==> src/rtl/serial_fa_adder_pkg.sv <==
// Shared types for the bit-serial full-adder based adder.
package serial_fa_adder_pkg;

  typedef enum logic [1:0] {
    IDLE  = 2'd0,
    SHIFT = 2'd1,
    DONE  = 2'd2
  } state_t;

endpackage

==> src/rtl/serial_fa_adder_fa.sv <==
// Single-bit full-adder cell: one bit of sum plus carry-out.
module serial_fa_adder_fa (
  input  logic A,
  input  logic B,
  input  logic Cin,
  output logic S,
  output logic Cout
);

  assign S    = A ^ B ^ Cin;
  assign Cout = (A & B) | (Cin & (A ^ B));

endmodule

==> src/rtl/serial_fa_adder.sv <==
// Bit-serial WIDTH-bit adder: operands are fed LSB-first through one
// full-adder cell, with the carry recirculated through a register.
module serial_fa_adder
  import serial_fa_adder_pkg::*;
#(
  parameter int WIDTH = 8,
  parameter int CNT_W = $clog2(WIDTH + 1)
) (
  input  logic             clk,
  input  logic             rst,
  input  logic             start,
  input  logic [WIDTH-1:0] A,
  input  logic [WIDTH-1:0] B,
  input  logic             Cin,
  output logic             busy,
  output logic             done,
  output logic [WIDTH-1:0] S,
  output logic             Cout
);

  state_t             state;
  state_t             state_next;
  logic [WIDTH-1:0]   a_reg;
  logic [WIDTH-1:0]   b_reg;
  logic [WIDTH-1:0]   s_reg;
  logic [WIDTH-1:0]   s_next;
  logic               carry;
  logic               cout_reg;
  logic [CNT_W-1:0]   cnt;
  logic               fa_s;
  logic               fa_cout;
  logic               last_bit;

  // The full-adder sees the current operand LSBs and the recirculated carry.
  serial_fa_adder_fa u_fa (
    .A    (a_reg[0]),
    .B    (b_reg[0]),
    .Cin  (carry),
    .S    (fa_s),
    .Cout (fa_cout)
  );

  assign last_bit = (cnt == CNT_W'(WIDTH - 1));

  // State register; reset returns to IDLE and drops any operation in flight.
  always_ff @(posedge clk) begin
    if (rst) begin
      state <= IDLE;
    end else begin
      state <= state_next;
    end
  end

  // Next-state logic; start is only honoured in IDLE or DONE.
  always_comb begin
    state_next = state;
    case (state)
      IDLE:    state_next = start ? SHIFT : IDLE;
      SHIFT:   state_next = last_bit ? DONE : SHIFT;
      DONE:    state_next = start ? SHIFT : IDLE;
      default: state_next = IDLE;
    endcase
  end

  // Status outputs decoded straight from the state.
  always_comb begin
    busy = 1'b0;
    done = 1'b0;
    case (state)
      SHIFT:   busy = 1'b1;
      DONE:    done = 1'b1;
      default: begin
        busy = 1'b0;
        done = 1'b0;
      end
    endcase
  end

  // New sum bit enters at the MSB so the LSB-first result lands in place.
  always_comb begin
    s_next            = s_reg >> 1;
    s_next[WIDTH-1]   = fa_s;
  end

  // Datapath: load on accepted start, shift one bit per clock while SHIFTing.
  always_ff @(posedge clk) begin
    if (rst) begin
      a_reg    <= '0;
      b_reg    <= '0;
      s_reg    <= '0;
      carry    <= 1'b0;
      cout_reg <= 1'b0;
      cnt      <= '0;
    end else begin
      case (state)
        IDLE, DONE: begin
          if (start) begin
            a_reg <= A;
            b_reg <= B;
            carry <= Cin;
            cnt   <= '0;
          end
        end
        SHIFT: begin
          s_reg <= s_next;
          a_reg <= a_reg >> 1;
          b_reg <= b_reg >> 1;
          carry <= fa_cout;
          cnt   <= cnt + CNT_W'(1);
          if (last_bit) begin
            cout_reg <= fa_cout;
          end
        end
        default: begin
          cnt <= '0;
        end
      endcase
    end
  end

  assign S    = s_reg;
  assign Cout = cout_reg;

endmodule

==> config.mk <==
export PLATFORM = sky130hd
export DESIGN_NAME = serial_fa_adder
export DESIGN_NICKNAME = d
export VERILOG_FILES = /design/src/rtl/serial_fa_adder_pkg.sv /design/src/rtl/serial_fa_adder_fa.sv /design/src/rtl/serial_fa_adder.sv
export SDC_FILE = /design/constraint.sdc
export NUM_CORES = 1
export LEC_CHECK = 0
export CORE_MARGIN = 3
export CORE_UTILIZATION = 50
export DETAILED_ROUTE_END_ITERATION = 7
export PLACE_DENSITY = 0.78
export SLEW_MARGIN = 25
export SYNTH_ARGS = -nofsm -noshare
export SYNTH_HDL_FRONTEND = slang
export SYNTH_SLANG_ARGS = --single-unit
==> constraint.sdc <==
create_clock -name clk -period 2.8 [get_ports clk]
set_clock_uncertainty 0.2 [all_clocks]
set_input_delay 0.7 -clock clk [delete_from_list [all_inputs] [get_ports clk]]
set_output_delay 0.7 -clock clk [all_outputs]
set_load 0.02 [all_outputs]
=== Word level (Yosys, flattened, before mapping) ===
Index checks and enable logic that the tools add are counted.

* Logic and storage cells: 35
* Output and inout bits: 11
* Register bits after elaboration: 32
* Input bits: 20

* Add/sub/neg operators: 1
* Equality and inequality tests: 4
* Mux-type cells: 13
* Bitwise logic cells: 5
* Reductions and logical operators: 5

{| class="wikitable"
|+ Operators with widths
! operator !! count
|-
| $pmux W8 S2 || 2
|-
| $mux W8 || 2
|-
| $pmux W4 S2 || 1
|-
| $add A4 B1 Y4 const B || 1
|-
| $eq A4 B3 Y1 const B || 1
|-
| $mux W1 || 4
|-
| $mux W4 || 1
|-
| $pmux W2 S2 || 1
|-
| $reduce_and A2 Y1 || 2
|-
| $and A1 B1 Y1 || 2
|-
| $eq A2 B1 Y1 const B || 1
|-
| $eq A2 B2 Y1 const B || 1
|-
| $logic_not A2 Y1 || 1
|-
| $mux W2 || 1
|-
| $ne A2 B1 Y1 const B || 1
|-
| $pmux W1 S2 || 1
|-
| $reduce_bool A2 Y1 || 1
|-
| $reduce_or A2 Y1 || 1
|-
| $xor A1 B1 Y1 || 2
|-
| $or A1 B1 Y1 || 1
|}

=== Logic depth before layout (Yosys ltp) ===
* Depth after elaboration: 4
* Depth in mapped cells: 6
* Mapped depth without buffers: 4

=== Modules after synthesis ===
From an unflattened synthesis, not the netlist that was laid out.

* Cell total of the unflattened synthesis: 162
* Area total of the unflattened synthesis: 1,436.4 µm²

{| class="wikitable"
|+ By module, submodules not included
! module !! sequential area each (µm²) !! times used !! area each (µm²) !! cells an instance
|-
| serial_fa_adder || 640.6 || 1 || 1,416.4 || 161
|-
| serial_fa_adder_fa || 0.0 || 1 || 20.0 || 1
|}

=== Worst setup path after synthesis ===
OpenSTA, ideal clock, no wires.

* Path type: register to output
* Start: reg state[1]
* End: out busy
* Setup slack: 1.051 ns
* Required time: 1.900 ns
* Cell stages (with the launch flop): 5
* Path buffers: 2
* Data arrival time: 0.849 ns
* Path through: dfxtp_1 -> nand2b_1 -> buf_6 -> clkinv_2 -> buf_2

* Cells in the longest elaborated chain, start to end: 2

{| class="wikitable"
|+ RTL lines
! element !! RTL line !! RTL
|-
| start, declared || serial_fa_adder.sv:21 || <nowiki>state_t state;</nowiki>
|-
| start signal, assigned || serial_fa_adder.sv:50 || <nowiki>state <= state_next;</nowiki>
|-
| $eq A2 B1 Y1 || serial_fa_adder.sv:69 || <nowiki>case (state)</nowiki>
|-
| $mux W1 || serial_fa_adder.sv:69 ||
|-
| end, declared || serial_fa_adder.sv:15 || <nowiki>output logic busy,</nowiki>
|}

Every way passes these cells.

=== Final worst setup path ===
* Start: reg state[0]
* End: out busy

Same word-level chain as after synthesis.

==> impl_metrics.tcl <==
set metrics [dict create \
    gp_congestion 0.840 \
    max-clock-path-buffers 2 \
    r2r-end "Cout" \
    layout-drive-gt1-share_pct 13.1 \
    cts.sinks 32 \
    fin_nets 212 \
    dp_slack_ps 550 \
    cap_violations 0 \
    timing.slew.headroom_pct 71.9 \
    startpoint_type "flop" \
    layout_setup_ws_ps 415 \
    vias 1205 \
    core_area_mm2 0.00261 \
    setup_violations 0 \
    worstPathArrival_ps 1490 \
    die_h_um 59.6 \
    numPlacedInstances 213 \
    avgSynthCellArea_um2 8.87 \
    hold_depth 2 \
    cts_tree "built" \
    r2r-start "state[0]" \
    hold_buffers 0 \
    yosysWarningCount 0 \
    synth.cell_area_mm2 0.00144 \
    status "completed" \
    synthDistinctLibCells 24 \
    rows 18 \
    overflow 0 \
    initial_core_util_pct 55.0 \
    synth_top_family_by_area "simple AND/OR/NAND/NOR gates" \
    finalCritPeriodShare_pct 85.2 \
    drt_iter0_markers 43 \
    ir_drop_mv 0.424 \
    drc 0 \
    grt_pass1_vias 1173 \
    dp_hpwl_mm 1.96 \
    rrSetupSlack_ps 1270 \
    rr_worst_depth 4 \
    grt_pass1_wl_mm 5.05 \
    place.port_buffers 30 \
    period_minus_slack_ps 2390 \
    antenna_cells 0 \
    synthXorXnorAreaFrac_pct 0 \
    cellPowerDensity_mw_per_mm2 518 \
    path_buf_inv 2 \
    synthSimpleGateAreaFrac_pct 23.3 \
    cts_root_buf "clkbuf_4" \
    grt_max_degree 34 \
    tightest_slew_ps 421 \
    tns_ps 0 \
    required_ps 1900 \
    hold_end "S[1]" \
    yosysSeqAreaShare_pct 44.6 \
    max_freq_mhz 419 \
    cpPeakStageDelay_ps 600 \
    drt_pass1_iterations 4 \
    report.final.slew_viol_count 0 \
    routed_wl_mm 2.97 \
    synthCells 162 \
    final_cells 221 \
    path_clk_slew_ps 90 \
    crit_slowest_cell "clkdlybuf4s50_1" \
    cts-htree-levels 2 \
    cts_resized 0 \
    synth_compound_area_share_pct 20.6 \
    criticalPathCategory "reg -> out" \
    drt-wirelength-per-cell_um 13.4 \
    rsz0062_at_grt "no" \
    syn_nets 184 \
    clk_latency_ps 320 \
    ys_ff_latch 32 \
    crit_family "buffers and inverters" \
    grt_usage_pct 18.8 \
    min_from "S[1]" \
    numCtsBuffers 5 \
    antenna_left 0 \
    min_path_type "reg -> reg" \
    dieWidth_um 59.6 \
    die-area_mm2 0.00355 \
    crit_chain "nand2b_1 > clkinv_2 > clkdlybuf4s50_1" \
    holdWs_ps 273 \
    p_leak_nw 0.614 \
    final_util_pct 67.7 \
    pin_count 31 \
    vias_per_cell 5.45 \
    cts_setup_buffers 0 \
    synth_mux_area_share_pct 2.09 \
    path_max_fanout 6 \
    end_kind "primary output" \
    syn_to_final_growth_pct 23.2 \
    antenna_found_initial 0 \
    finalHoldViolations 0 \
    synthAdderAreaFrac_pct 2.26 \
]
logic make-up (layout without fill, tap and decap cells):
kind of cell / after synthesis / after routing
and+or+nand+nor: 80 / 80
DFF: 32 / 32
muxes: 3 / 3
buffers and inverters: 15 / 44
adders and majority gates: 2 / 2
AOI/OAI and AO/OA: 30 / 30
cell type report:
| type | instances | area (um^2) |
|---|---|---|
| flip-flops and latches | 32 | 641 |
| well taps | 30 | 37.5 |
| repair buffers | 34 | 330 |
| fillers | 237 | 843 |
| multi-input cells | 115 | 693 |
| clock buffers | 8 | 58.8 |
| inverters | 2 | 8.76 |
worst min-delay path: stages (launching register included):
cell and delay, ps:
dfxtp_1 330, nand2_1 50, a21oi_1 50
through the flow:
stage	cell area (um^2)	power, mW
3_5_place_dp	1710	0.655
5_1_grt	1770	0.962
3_3_place_gp	1710	0.650
6_report	1770	0.916
2_1_floorplan	1440	0.611
4_1_cts	1770	0.925
placed cells by master, fill, tap and decap left out, types with 2 or more instances in the layout:
cell	synthesis	final
clkbuf_4	0	5
a311oi_2	14	14
nor3b_1	2	2
buf_4	3	4
nor3_1	3	3
o21ai_0	2	2
mux2i_1	3	3
dfxtp_1	32	32
a21oi_1	12	12
nor2_1	18	18
clkdlybuf4s50_1	0	30
clkbuf_1	3	2
or3_1	2	2
nand2b_1	2	2
nand3_1	2	2
nand2_1	48	48
nand3b_1	2	2
worst max-delay path by stage:
stage                     startpoint       end  cells after the start
after floorplan             state[1]      busy                      4
after global placement         start  b_reg[7]                      5
after detailed placement       start  a_reg[1]                      5
after CTS                   state[0]      busy                      3
after global routing        state[0]      busy                      3
final                       state[0]      busy                      3
per-layer routing:
metal	GRT usage (%)	vias to the layer above	share of wire (%)
met5	0	-	0
met1	23.7	563	46
met2	30.6	29	48
li1	-	611	-
met3	5.88	2	5.7
met4	6.01	0	0.27
synthesized netlist by cell type, drive strengths merged:
cell type,instances,area share (%)
ha,1,0.87
nor2,18,4.7
inv,1,0.26
clkinv,1,0.35
dfxtp,32,45
buf,10,5.7
o21ai,2,0.70
mux2i,3,2.1
nand3,2,0.70
a31oi,1,0.44
nor3,3,1.0
or3,2,0.87
nand2,48,13
nand3b,2,1.0
nor3b,2,1.0
a311oi,15,15
clkbuf,3,0.78
fa,1,1.4
nand2b,2,0.87
and2b,1,0.52
a21oi,12,4.2
report_power, final:
| group | total [mW] | leakage (nW) | internal [mW] | switching [mW] |
|---|---|---|---|---|
| clock network | 0.271 | 0.0326 | 0.124 | 0.147 |
| registers | 0.497 | 0.262 | 0.481 | 0.0164 |
| logic | 0.148 | 0.320 | 0.0688 | 0.0792 |
Note: power is estimated with default switching activity, not from simulation.
==> edit 1, RTL diff (same settings) <==
Register the output `done`, with the module's reset; this adds one clock of latency there. The other outputs are not delayed to match.
--- a/src/rtl/serial_fa_adder.sv
+++ b/src/rtl/serial_fa_adder.sv
@@ -17,6 +17,8 @@
   output logic [WIDTH-1:0] S,
   output logic             Cout
 );
+
+  logic done_d;
 
   state_t             state;
   state_t             state_next;
@@ -65,13 +67,13 @@
   // Status outputs decoded straight from the state.
   always_comb begin
     busy = 1'b0;
-    done = 1'b0;
+    done_d = 1'b0;
     case (state)
       SHIFT:   busy = 1'b1;
-      DONE:    done = 1'b1;
+      DONE:    done_d = 1'b1;
       default: begin
         busy = 1'b0;
-        done = 1'b0;
+        done_d = 1'b0;
       end
     endcase
   end
@@ -121,5 +123,13 @@
   assign S    = s_reg;
   assign Cout = cout_reg;
 
+  always_ff @(posedge clk) begin
+    if (rst) begin
+      done <= '0;
+    end else begin
+      done <= done_d;
+    end
+  end
+
 endmodule
 
Check against the original RTL: not equivalent (Yosys sat finds a counterexample within 10 cycles, from zero or initial values and one cycle with rst high).
==> edit 1 against the original RTL <==
  * Routed wire length is 2.3% lower
  * Area after synthesis is 0.52% lower
  * Power is 1.7% lower
  * Sequential cell count is 1 higher
  * Setup slack worse by 0.068 ns
  * Hold slack worse by 0.0048 ns
  * Synthesized cell count is 1.2% higher
  * Core utilization is 0.25 points higher
  * Final cell count is 0.45% higher
  * Register-to-register slack worse by 0.04 ns
  * Critical path type unchanged
  * Final area is 0.50% lower
  * Die area is 0.49% lower
  * Largest power group unchanged
==> edit 1: results (changes against the original RTL) <==
outcome=complete, no violations (unchanged); # port buffers=30 (unchanged); synth cell count leaders=nand2_1, dfxtp_1, nor2_1, a21oi_1, a311oi_2 (was nand2_1, dfxtp_1, nor2_1, a311oi_2, a21oi_1); asr flop ratio synth=0 (unchanged); hold path start=S[0]$_SDFFE_PP0P_ (was S[1]$_SDFFE_PP0P_); peak supply drop=0.4212 mV (was 0.4238 mV); GRT Total Usage=0.1826 (was 0.1883); CP Data Arrival Time=1.55 ns (was 1.49 ns); Cells after Synth=164 (was 162); vias in the first global route=1,173 (unchanged); post-place instance area=1709 um^2 (was 1710 um^2); clk slew on worst S/H paths=around 0.10 ns; RD Place Congestion=0.6983 (was 0.8402); Via density=5.423 (was 5.452); endpoints failing hold=0 (unchanged); initial DRC count=27 (was 43); crit path max fanout=6 (unchanged); register area share after synthesis=0.4623 (was 0.4460); wire length per cell=13.07 um (was 13.44 um); Unique masters post-synth=24 (unchanged); estimated wirelength of the detail-placed design=1933 um (was 1962 um); routed wire length=2902 um (was 2971 um); Worst Max-Slew Pin Slew=0.3984 ns (was 0.4211 ns); Syn Nets=186 (was 184); CTS buffer count=5 (unchanged); initial antenna violation count=0 (unchanged); layout cells sized above 1=0.1146 (was 0.1309); Antenna Cells=0 (unchanged); Area contributors post-synth=dfxtp_1, nand2_1, a311oi_2, nor2_1, a21oi_1 (was dfxtp_1, a311oi_2, nand2_1, nor2_1, a21oi_1); # placed instances=214 (was 213); first-pass GRT wire length=4823 um (was 5050 um); Clk Latency, worst-skew pair=0.33 ns; leakage power=0.6117 nW (was 0.6142 nW)
==> edit 1: critical path, cell delays in order (launching register included) <==
cell and delay [ns]:
dfxtp_1 0.41, nand2b_1 0.14, clkinv_4 0.07, clkdlybuf4s50_1 0.60
==> edit 1: layout make-up <==
cell class	instances	area, um^2
inverters	2	12.51
flip-flops and latches	33	660.6
repair buffers	34	330.3
multi-input cells	115	668.1
clock inverters	2	10.01
clock buffers	6	41.29
fillers	212	829.5
well taps	30	37.54
==> edit 1: final timing paths <==
check,slack (ns),endpoint,depth (start not counted)
max,0.35,busy,3
max reg2reg,1.23,a_reg[0]$_SDFFE_PP0P_,5
min reg2reg,0.27,S[0]$_SDFFE_PP0P_,2
min,0.27,S[0]$_SDFFE_PP0P_,2
==> edit 1: cells by family (layout without fill, tap and decap cells) <==
family / after synthesis / in the layout / synth area share
AOI/OAI and AO/OA: 30 / 30 / 0.1891
DFF: 33 / 33 / 0.4623
and+or+nand+nor: 80 / 80 / 0.2347
adders and majority gates: 2 / 2 / 0.02277
buffers and inverters: 16 / 44 / 0.07005
muxes: 3 / 3 / 0.02102
==> edit 1: report_power, final <==
group          switching [W]  total, W  internal, W  leakage (nW)
Combinational      0.0000768  0.000143    0.0000660         0.310
Sequential         0.0000163  0.000511     0.000495         0.270
Clock               0.000151  0.000246    0.0000955        0.0320
==> edit 1: per-layer routing <==
layer,wire [um],up-vias,GRT usage
li1,-,610,-
met3,158,7,0.05882
met4,49,0,0.07767
met2,1391,32,0.3214
met1,1302,555,0.1984
met5,0,-,0
==> edit 1: per-stage QoR <==
stage          utilization  setup slack (ns)   power, W
6_report            0.6797            0.3468  0.0009006
5_1_grt             0.6797            0.2731  0.0009444
4_1_cts             0.6797            0.3409  0.0009108
3_5_place_dp        0.6599            0.5432  0.0006646
3_3_place_gp        0.6599            0.5961  0.0006595
2_1_floorplan            -             1.070  0.0006195
==> edit 2, RTL diff (config.mk and constraints unchanged) <==
Without the edit above. `WIDTH`: 8 -> 16.
--- a/src/rtl/serial_fa_adder.sv
+++ b/src/rtl/serial_fa_adder.sv
@@ -3,7 +3,7 @@
 module serial_fa_adder
   import serial_fa_adder_pkg::*;
 #(
-  parameter int WIDTH = 8,
+  parameter int WIDTH = 16,
   parameter int CNT_W = $clog2(WIDTH + 1)
 ) (
   input  logic             clk,
Ports: changed (resized A, B and S); port bits go from 31 to 55. No check against the original RTL was run, so the function may have changed too.
==> edit 2 against the original RTL <==
  * Critical path type unchanged
  * Power up 110%
  * Sequential cell count is 25 higher
  * Area after synthesis grew 77%
  * Die area up 69%
  * Setup slack worse by 0.082 ns
  * Final area rose by 84%
  * Register-to-register slack worse by 0.28 ns
  * Routed wire length increased by 86%
  * Sequential power up 78%
  * Clock power rose to 2.8 times the old value
  * Synthesized cell count rose by 79%
  * Global-route usage up 0.62 points
  * Count of clock-buffer cells in the layout grew 3
==> edit 2: results (changes against the original RTL) <==
Resized cells post-CTS=0 (unchanged); asr flop ratio synth=0 (unchanged); first-pass GRT wire length=9246 um (was 5050 um); GRT Total Usage=0.1945 (was 0.1883); Syn Nets=329 (was 184); wire length per cell=13.55 um (was 13.44 um); Root Driver=clkbuf_8 (was clkbuf_4); register area share after synthesis=0.4477 (was 0.4460); crit path max fanout=8 (was 6); Critical Path Start=state[0]$_SDFF_PP0_ (unchanged); Antenna Cells=0 (unchanged); leakage power=1.108 nW (was 0.6142 nW); CTS buffer count=9 (was 5); First-pass DRT Iterations=5 (was 4); outcome=complete, no violations (unchanged); RD Place Congestion=0.7587 (was 0.8402); post-CTS setup buffers=0 (unchanged); Clk Latency, worst-skew pair=0.34 ns (was 0.32 ns); peak supply drop=0.3155 mV (was 0.4238 mV); Psw=0.0005052 W (was 0.0002425 W); Max Root-Sink Buffers=2 (unchanged); relative slew slack=0.6483 (was 0.7193); layout cells sized above 1=0.1525 (was 0.1309); largest net degree at the start of global routing=66 (was 34); synth warn=0 (unchanged); initial antenna violation count=0 (unchanged); initial DRC count=164 (was 43); CP Data Arrival Time=1.57 ns (was 1.49 ns); worst slack, placed=0.4966 ns (was 0.5503 ns); routed vias=2,086 (was 1,205); final net count=375 (was 212); hold path start=S[0]$_SDFFE_PP0P_ (was S[1]$_SDFFE_PP0P_); synth cell count leaders=nand2_1, dfxtp_1, nor2_1, a311oi_2, a21oi_1 (unchanged); # port buffers=54 (was 30); Unique masters post-synth=27 (was 24); H-tree depth=3 (was 2); estimated wirelength of the detail-placed design=3354 um (was 1962 um); HP Class=reg -> reg (unchanged); Area contributors post-synth=dfxtp_1, a311oi_2, nand2_1, nor2_1, a21oi_1 (unchanged); clk slew on worst S/H paths=0.06 ns (was 0.09 ns)
[edit 2: changes by cell type after synthesis, moves of 2 or more]
| cell | unedited run | this run |
|---|---|---|
| a311oi_2 | 14 | 28 |
| nand2_1 | 48 | 96 |
| a21oi_1 | 12 | 19 |
| a311oi_1 | 1 | 3 |
| nor2_1 | 18 | 37 |
| buf_2 | 3 | 8 |
| buf_6 | 4 | 6 |
| buf_4 | 3 | 5 |
| clkbuf_1 | 3 | 5 |
| dfxtp_1 | 32 | 57 |
[edit 2: cells by family (layout without fill, tap and decap cells)]
logic type      count (synthesis)  in the layout  share of synthesized area
simple gates                  147            147                     0.2297
fa+ha+maj                       3              3                    0.01767
buf+inv                        26             77                    0.06922
mux                             3              3                    0.01178
compound gates                 54             54                     0.2239
flops                          57             57                     0.4477
[edit 2: area by class of cell]
class,instances,area (um^2)
multi-input combinational,207,1236
clock inverter,5,55.05
clock buffer,11,141.4
sequential,57,1141
inverter,2,12.51
fill,434,1562
timing repair buffer,59,585.6
tap,67,83.83
[edit 2: worst max-delay path: stages, from the launching register on]
cell             delay, ns
dfxtp_1               0.45
nand2b_2              0.12
clkinv_4              0.06
clkdlybuf4s50_1       0.60
[edit 2: worst paths after layout]
path	slack [ns]	endpoint	depth (start not counted)
worst max-delay path	0.33	busy	3
worst min-delay path	0.26	S[0]$_SDFFE_PP0P_	2
worst min register to register	0.26	S[0]$_SDFFE_PP0P_	2
worst max register to register	0.99	b_reg[4]$_SDFFE_PP0P_	5
[edit 2: through the flow]
stage	std cells	instance area [um^2]
floorplan	290	2549
global route	408	3256
global placement	392	3059
detailed placement	392	3059
CTS	408	3256
finish	408	3256
[edit 2: power groups by stage]
stage | combinational [W] | clock (W) | sequential (W)
final | 0.000260 | 0.000767 | 0.000886
after global routing | 0.000286 | 0.000821 | 0.000892
after CTS | 0.000263 | 0.000788 | 0.000886
after detailed placement | 0.000261 | 0 | 0.000902
after global placement | 0.000256 | 0 | 0.000903
after floorplan | 0.000190 | 0 | 0.000899
[edit 2: routing by layer]
metal | part of all wire | vias up | GRT usage
li1 | - | 1079 | -
met5 | 0 | - | 0
met4 | 0.013 | 0 | 0.09075
met2 | 0.49 | 41 | 0.3212
met1 | 0.45 | 959 | 0.2220
met3 | 0.048 | 7 | 0.07309
